### src/rtl/udp_rx_parser_pkg.sv
// Shared definitions for the UDP receive parser: FSM encoding, header word
// indices and the expected-payload-word arithmetic.
package udp_pkg;

  typedef enum logic [1:0] {
    ST_IDLE = 2'd0,
    ST_HDR  = 2'd1,
    ST_PAY  = 2'd2,
    ST_DROP = 2'd3
  } udp_state_e;

  localparam logic [1:0] HW_SRC  = 2'd0;
  localparam logic [1:0] HW_DST  = 2'd1;
  localparam logic [1:0] HW_LEN  = 2'd2;
  localparam logic [1:0] HW_CSUM = 2'd3;

  localparam int UDP_HDR_BYTES = 8;

  // Payload words implied by a length field, rounding an odd trailing byte up.
  function automatic logic [15:0] exp_words(input logic [15:0] len);
    if (len < 16'(UDP_HDR_BYTES)) return 16'd0;
    return (len - 16'(UDP_HDR_BYTES) + 16'd1) >> 1;
  endfunction

endpackage

### src/rtl/udp_rx_parser_if.sv
// Segment input stream and payload output stream of the UDP receive parser.
interface udp_rx_parser_if;
  logic        udpvalidin;
  logic        udpsof;
  logic        udpeof;
  logic [15:0] udpdatain;
  logic        payvalid;
  logic        paysof;
  logic        payeof;
  logic [15:0] paydata;

  modport master (
    output udpvalidin, udpsof, udpeof, udpdatain,
    input  payvalid, paysof, payeof, paydata
  );

  modport slave (
    input  udpvalidin, udpsof, udpeof, udpdatain,
    output payvalid, paysof, payeof, paydata
  );
endinterface

### src/rtl/udp_rx_parser.sv
// Strips the 4-word UDP header, filters on destination port, checks the length
// field against the payload word count and forwards payload with its own framing.
module udp_rx_parser
  import udp_pkg::*;
#(
  parameter bit          PORT_FILTER = 1'b1,
  parameter logic [15:0] MIN_LEN     = 16'd8
) (
  input  logic            clock,
  input  logic            reset,
  udp_rx_parser_if.slave  udp,
  input  logic [15:0]     localport,
  output logic [15:0]     srcport,
  output logic [15:0]     udplen,
  output logic            hdrvalid,
  output logic            drop,
  output logic            lenerr,
  output logic            abort
);

  udp_state_e  state_q;
  logic [15:0] cnt_q, cnt_d;
  logic [15:0] src_q, len_q, exp_q;
  logic [15:0] exp_w;
  logic        payvalid_q, paysof_q, payeof_q;
  logic [15:0] paydata_q, srcport_q, udplen_q;
  logic        hdrvalid_q, drop_q, lenerr_q, abort_q;

  assign exp_w = exp_words(len_q);
  assign cnt_d = (&cnt_q) ? cnt_q : cnt_q + 16'd1;

  always_ff @(posedge clock or posedge reset) begin
    if (reset) begin
      state_q    <= ST_IDLE;
      cnt_q      <= '0;
      src_q      <= '0;
      len_q      <= '0;
      exp_q      <= '0;
      payvalid_q <= 1'b0;
      paysof_q   <= 1'b0;
      payeof_q   <= 1'b0;
      paydata_q  <= '0;
      srcport_q  <= '0;
      udplen_q   <= '0;
      hdrvalid_q <= 1'b0;
      drop_q     <= 1'b0;
      lenerr_q   <= 1'b0;
      abort_q    <= 1'b0;
    end else begin
      payvalid_q <= 1'b0;
      paysof_q   <= 1'b0;
      payeof_q   <= 1'b0;
      paydata_q  <= '0;
      hdrvalid_q <= 1'b0;
      drop_q     <= 1'b0;
      lenerr_q   <= 1'b0;
      abort_q    <= 1'b0;
      if (udp.udpvalidin) begin
        // A new sof always wins: restart on this word as header word 0.
        if (udp.udpsof) begin
          abort_q <= (state_q == ST_PAY);
          src_q   <= udp.udpdatain;
          if (udp.udpeof) begin
            drop_q  <= 1'b1;
            state_q <= ST_IDLE;
          end else begin
            state_q <= ST_HDR;
            cnt_q   <= 16'(HW_DST);
          end
        end else begin
          case (state_q)
            ST_HDR: begin
              if (udp.udpeof && cnt_q[1:0] != HW_CSUM) begin
                drop_q  <= 1'b1;
                state_q <= ST_IDLE;
              end else begin
                case (cnt_q[1:0])
                  HW_DST: begin
                    if (PORT_FILTER && udp.udpdatain != localport) state_q <= ST_DROP;
                    cnt_q <= 16'(HW_LEN);
                  end
                  HW_LEN: begin
                    len_q <= udp.udpdatain;
                    if (udp.udpdatain < MIN_LEN) state_q <= ST_DROP;
                    cnt_q <= 16'(HW_CSUM);
                  end
                  default: begin
                    hdrvalid_q <= 1'b1;
                    srcport_q  <= src_q;
                    udplen_q   <= len_q;
                    exp_q      <= exp_w;
                    cnt_q      <= '0;
                    if (udp.udpeof) begin
                      lenerr_q <= (exp_w != 16'd0);
                      state_q  <= ST_IDLE;
                    end else begin
                      state_q  <= (exp_w == 16'd0) ? ST_IDLE : ST_PAY;
                    end
                  end
                endcase
              end
            end
            ST_PAY: begin
              payvalid_q <= 1'b1;
              paydata_q  <= udp.udpdatain;
              paysof_q   <= (cnt_q == 16'd0);
              cnt_q      <= cnt_d;
              if (udp.udpeof) begin
                payeof_q <= 1'b1;
                lenerr_q <= (cnt_d != exp_q);
                state_q  <= ST_IDLE;
              end
            end
            ST_DROP: begin
              if (udp.udpeof) begin
                drop_q  <= 1'b1;
                state_q <= ST_IDLE;
              end
            end
            default: ;
          endcase
        end
      end
    end
  end

  assign udp.payvalid = payvalid_q;
  assign udp.paysof   = paysof_q;
  assign udp.payeof   = payeof_q;
  assign udp.paydata  = paydata_q;
  assign srcport      = srcport_q;
  assign udplen       = udplen_q;
  assign hdrvalid     = hdrvalid_q;
  assign drop         = drop_q;
  assign lenerr       = lenerr_q;
  assign abort        = abort_q;

endmodule

### src/flat_wrapper.sv
// flat-port wrapper written by rule: the top's interface ports become plain ports
module udp_rx_parser_flat import udp_pkg::*;
#(
  parameter bit          PORT_FILTER = 1'b1,
  parameter logic [15:0] MIN_LEN     = 16'd8
)
  (clock, reset, localport, srcport, udplen, hdrvalid, drop, lenerr, abort, udp_udpvalidin, udp_udpsof, udp_udpeof, udp_udpdatain, udp_payvalid, udp_paysof, udp_payeof, udp_paydata);
  udp_rx_parser_if udp_i ();
  input  logic clock;
  input  logic reset;
  input  logic [15:0] localport;
  output logic [15:0] srcport;
  output logic [15:0] udplen;
  output logic hdrvalid;
  output logic drop;
  output logic lenerr;
  output logic abort;
  input wire logic [$bits(udp_i.udpvalidin)-1:0] udp_udpvalidin;
  input wire logic [$bits(udp_i.udpsof)-1:0] udp_udpsof;
  input wire logic [$bits(udp_i.udpeof)-1:0] udp_udpeof;
  input wire logic [$bits(udp_i.udpdatain)-1:0] udp_udpdatain;
  output wire logic [$bits(udp_i.payvalid)-1:0] udp_payvalid;
  output wire logic [$bits(udp_i.paysof)-1:0] udp_paysof;
  output wire logic [$bits(udp_i.payeof)-1:0] udp_payeof;
  output wire logic [$bits(udp_i.paydata)-1:0] udp_paydata;
  assign udp_i.udpvalidin = udp_udpvalidin;
  assign udp_i.udpsof = udp_udpsof;
  assign udp_i.udpeof = udp_udpeof;
  assign udp_i.udpdatain = udp_udpdatain;
  assign udp_payvalid = udp_i.payvalid;
  assign udp_paysof = udp_i.paysof;
  assign udp_payeof = udp_i.payeof;
  assign udp_paydata = udp_i.paydata;
  udp_rx_parser #(.PORT_FILTER(PORT_FILTER), .MIN_LEN(MIN_LEN)) u_core (.clock(clock), .reset(reset), .udp(udp_i), .localport(localport), .srcport(srcport), .udplen(udplen), .hdrvalid(hdrvalid), .drop(drop), .lenerr(lenerr), .abort(abort));
endmodule
### config.mk
export PLATFORM = sky130hd
export DESIGN_NAME = udp_rx_parser_flat
export DESIGN_NICKNAME = d
export VERILOG_FILES = /design/src/rtl/udp_rx_parser_pkg.sv /design/src/rtl/udp_rx_parser_if.sv /design/src/rtl/udp_rx_parser.sv /design/src/flat_wrapper.sv
export SDC_FILE = /design/constraint.sdc
export NUM_CORES = 1
export LEC_CHECK = 0
export BUFFER_PORTS_ARGS = -buffer_cell sky130_fd_sc_hd__buf_4
export CORE_ASPECT_RATIO = 1.75
export CORE_UTILIZATION = 40
export CTS_BUF_LIST = sky130_fd_sc_hd__clkbuf_16
export CTS_CLUSTER_SIZE = 14
export DETAILED_ROUTE_END_ITERATION = 7
export GPL_ROUTABILITY_DRIVEN = 0
export PLACE_DENSITY = 0.62
export SLEW_MARGIN = 20
export SYNTH_ARGS = -nofsm -noshare
export SYNTH_HDL_FRONTEND = slang
export SYNTH_SLANG_ARGS = --single-unit
### constraint.sdc
create_clock -name clock -period 4.5 [get_ports clock]
set_input_delay 0.45 -clock clock [delete_from_list [all_inputs] [get_ports clock]]
set_output_delay 0.45 -clock clock [all_outputs]
set_load 0.01 [all_outputs]
==> reports/results.md <==
| Stage | Result | This run |
| --- | --- | --- |
| floorplanning | Vertical extent of the die | 166 um |
| sta | Final hold slack | 116 ps |
| job | Number of max-cap violations | 0 |
| sta | Final number of setup-violating endpoints | 0 |
| logic synthesis | Ys flop type | sky130_fd_sc_hd__dfrtp_1 |
| pwr | Power per cell area | 573 nW/um2 |
| sta | Hold Vio Cnt, Final | 0 |
| logic synthesis | #FFs+latches synth | 120 |
| clock network | Buffers inserted during post-CTS setup optimization | 0 |
| drt | Vias per cell | 5.75 |
| clock network | Number of clock buffers inserted by TritonCTS | 17 |
| clock network | CTS Root Cell | sky130_fd_sc_hd__clkbuf_16 |
| logic synthesis | Sequential-to-total area share from yosys stat | 48.8% |
| logic synthesis | Synthesized netlist net count | 694 |
| setup path | Type of element launching the critical path | flop |
| clock network | Clock tree from TritonCTS | yes |
| placed design | Count of input and output buffers | 91 |
| finish | Most frequent standard cell in the layout excluding fill and tap cells | sky130_fd_sc_hd__nand2_1 |
| logic synthesis | Cells after Synth | 648 |
| floorplanning | Overall die area | 15900 um2 |
| pwr | Internal power | 2.71 mW |
| sta | Final number of max-transition violations | 0 |
| pwr | Combinational share of power | 33.8% |
| clock network | Worst skew pair latency | 420 ps |
| pwr | Share of power burned in registers | 35.7% |
| floorplanning | Num ports | 92 |
| logic synthesis | Number of distinct library cells after synthesis | 63 |
| sta | Worst-case headroom to the max-slew limit | 42.4% |
| pwr | Pleak | 3.70 nW |
| pwr | Power share of the clock group | 30.5% |
| global route | Met1 capacity usage during global routing | 25.3% |
| floorplanning | Core area | 15000 um2 |
| setup path | Arrival time worst endpoint | 3690 ps |
| clock network | Clock transition time at the flip-flop clock pins of the worst setup and hold paths | 60 ps |
| floorplanning | Placement Rows | 59 |
| sta | Clock period minus worst slack | 3410 ps |
| setup path | Crit Path Class | reg -> reg |
| clock network | # resized after CTS | 0 |
| logic synthesis | Number of synthesized flops with an enable pin | 0 |
| clock network | Clock sinks | 120 |
| finish | Number of nets in the finished design | 773 |
| global route | Initial antenna violation count | 0 |
| sta | Unrepaired setup endpoints after global routing | no |
| drt | Wire length after detailed routing | 17.9 mm |
| pwr | Switching power summed over all nets | 1.61 mW |
| clock network | H-tree depth reported by CTS | 4 |
| finish | Area growth from synthesis to layout | 22.2% |
| drt | Drt wl/cell | 19.4 um |
| sta | Setup total negative slack | 0 ps |
| drt | Pre-Repair DR Iteration Count | 5 |
| pwr | Max VDD drop | 0.390 mV |
| setup path | Nature of the critical path endpoint | flop |
| drt | Count of antenna-violating nets left after detailed routing | 0 |
| setup path | Top fanout value on the critical path | 10 |
| global route | Met2 track demand over resource | 42.5% |
| setup path | Worst path required time | 4780 ps |
| floorplanning | Die Wd | 95.8 um |
| pwr | Switching Fraction | 37.3% |
| finish | Design area | 7520 um2 |
| sta | Setup Skew | 10.9 ps |
| min path | Class of the tightest hold or removal check | in -> async |
| placed design | Post-Place Cell Area | 6960 um2 |
| global route | Gr busiest metal | met2 |
| clock network | Number of hold buffers added after cts | 0 |
| drt | Via count | 5299 |
| global route | Aggregate global-route resource usage | 24.0% |
| logic synthesis | Mean instance size in the synthesized netlist | 9.50 um2 |
| finish | Count of fill cells added during filler insertion | 1419 |
| clock network | Deepest clock path buffer count | 2 |
| sta | Transition time of the tightest slew-check pin | 861 ps |
| floorplanning | Starting utilization of the core area | 41.1% |
| finish | Antenna Cells | 0 |
| logic synthesis | Synthesis Warnings | 0 |
| global route | Global-route wire length before repair | 28.9 mm |
| logic synthesis | Synth Cell Area | 6160 um2 |
| drt | Iteration-0 DRC Markers | 234 |
| finish | Highest-count cells in the layout ignoring fill and taps | 138 x sky130_fd_sc_hd__nand2_1, 120 x sky130_fd_sc_hd__dfrtp_1, 97 x sky130_fd_sc_hd__buf_4 |
| global route | Via count of the first global-routing pass | 5563 |
| global route | Grt ovf | 0 |
| sta | Maximum frequency from static timing analysis | 293 MHz |
| drt | DRC errors left | 0 |
| global route | Met3 capacity usage during global routing | 4.35% |
| outcome | Status | completed |
| sta | Period Utilization, post-route | 75.9% |
| global route | Maximum number of pins on one net before global-route repair | 55 |
| placed design | Detailed placer's ending HPWL | 13.1 mm |
| finish | Layout cells sized above 1 | 23.3% |
| logic synthesis | FFs w/ async S/R, synth | 100% |
| pwr | Power after layout | 4.31 mW |
[sequential cells by signal (all words and copies together), names as in the netlist, 2 cells and up]
register and flops:
u_core.srcport 16, u_core.cnt_q 16, u_core.state_q 2, u_core.udp.paydata 16
u_core.exp_q 15, u_core.len_q 16, u_core.udplen 16, u_core.src_q 16
[cell usage after synthesis, types with 12 or more instances]
library cell	count	area, um2
sky130_fd_sc_hd__a21oi_1	21	105
sky130_fd_sc_hd__and3_1	25	156
sky130_fd_sc_hd__clkbuf_1	27	101
sky130_fd_sc_hd__dfrtp_1	120	3000
sky130_fd_sc_hd__inv_1	16	60.1
sky130_fd_sc_hd__mux2_2	34	383
sky130_fd_sc_hd__nand2_1	138	518
sky130_fd_sc_hd__nand3_1	12	60.1
sky130_fd_sc_hd__nand4_1	14	87.6
sky130_fd_sc_hd__nor2_1	32	120
sky130_fd_sc_hd__nor3_1	14	70.1
sky130_fd_sc_hd__nor4_1	14	87.6
sky130_fd_sc_hd__o21ai_0	32	160
sky130_fd_sc_hd__xnor2_1	21	184
[final cells by class]
| cell class | count | area [um2] | area share [%] |
|---|---|---|---|
| sequential | 120 | 3000 | 39.9 |
| multi-input combinational | 474 | 2930 | 39.0 |
| timing repair buffer | 97 | 728 | 9.68 |
| clock buffer | 17 | 425 | 5.65 |
| tap | 183 | 229 | 3.04 |
| clock inverter | 14 | 141 | 1.88 |
| inverter | 17 | 66.3 | 0.881 |
[kinds of logic (layout without fill, tap and decap cells)]
group,Yosys count,in the layout,share of synthesized area (%)
multiplexers,42,42,7.52
AND/OR/NAND/NOR,284,284,22.2
XOR/XNOR,32,32,4.55
AO/OA/AOI/OAI,107,107,11.5
flip-flops,120,120,48.8
buffers and inverters,54,145,3.62
adder cells (fa/ha/maj),9,9,1.83
[per-stage QoR]
stage               util, %  setup WS, ps  instances
finish                 50.2          1090        922
global route           50.2           978        922
CTS                    50.2          1190        922
detailed placement     46.4          1190        891
global placement       46.4          1290        891
floorplan                 -           864        648
[critical path, stage by stage (launching register included)]
cell and delay [ps]:
sky130_fd_sc_hd__dfrtp_1 500, sky130_fd_sc_hd__ha_1 400, sky130_fd_sc_hd__nand4_1 370, sky130_fd_sc_hd__or2_2 430
sky130_fd_sc_hd__or3_1 390, sky130_fd_sc_hd__a2111oi_0 460, sky130_fd_sc_hd__nand4_1 230, sky130_fd_sc_hd__a2111oi_2 400
sky130_fd_sc_hd__nor4_1 100
[worst paths after layout]
path | from | end | slack (ps) | cells past startpoint
worst max register to register | u_core.cnt_q[0] | u_core.lenerr | 1090 | 8
worst max-delay path | u_core.cnt_q[0] | u_core.lenerr | 1090 | 8
min in group clock | udp_udpdatain[2] | u_core.len_q[2] | 310 | 2
worst min-delay path | reset | u_core.src_q[3] | 120 | 2
worst min register to register | u_core.src_q[3] | u_core.srcport[3] | 470 | 2
max in group asynchronous | reset | u_core.udp.payeof | 3440 | 3
[routing by layer]
metal  up-vias  wire [um]
met5         -          0
met4         0       1100
met3        80        750
met2       228       9750
met1      2544       6300
li1       2447          -
[power by group through the flow]
stage	logic, mW	clock network (mW)	registers, mW
2_1_floorplan	0.956	0	1.50
3_3_place_gp	1.43	0	1.54
3_5_place_dp	1.45	0	1.55
4_1_cts	1.46	1.33	1.53
5_1_grt	1.59	1.38	1.56
6_report	1.46	1.32	1.54
Note: power is estimated with default switching activity, not from simulation.
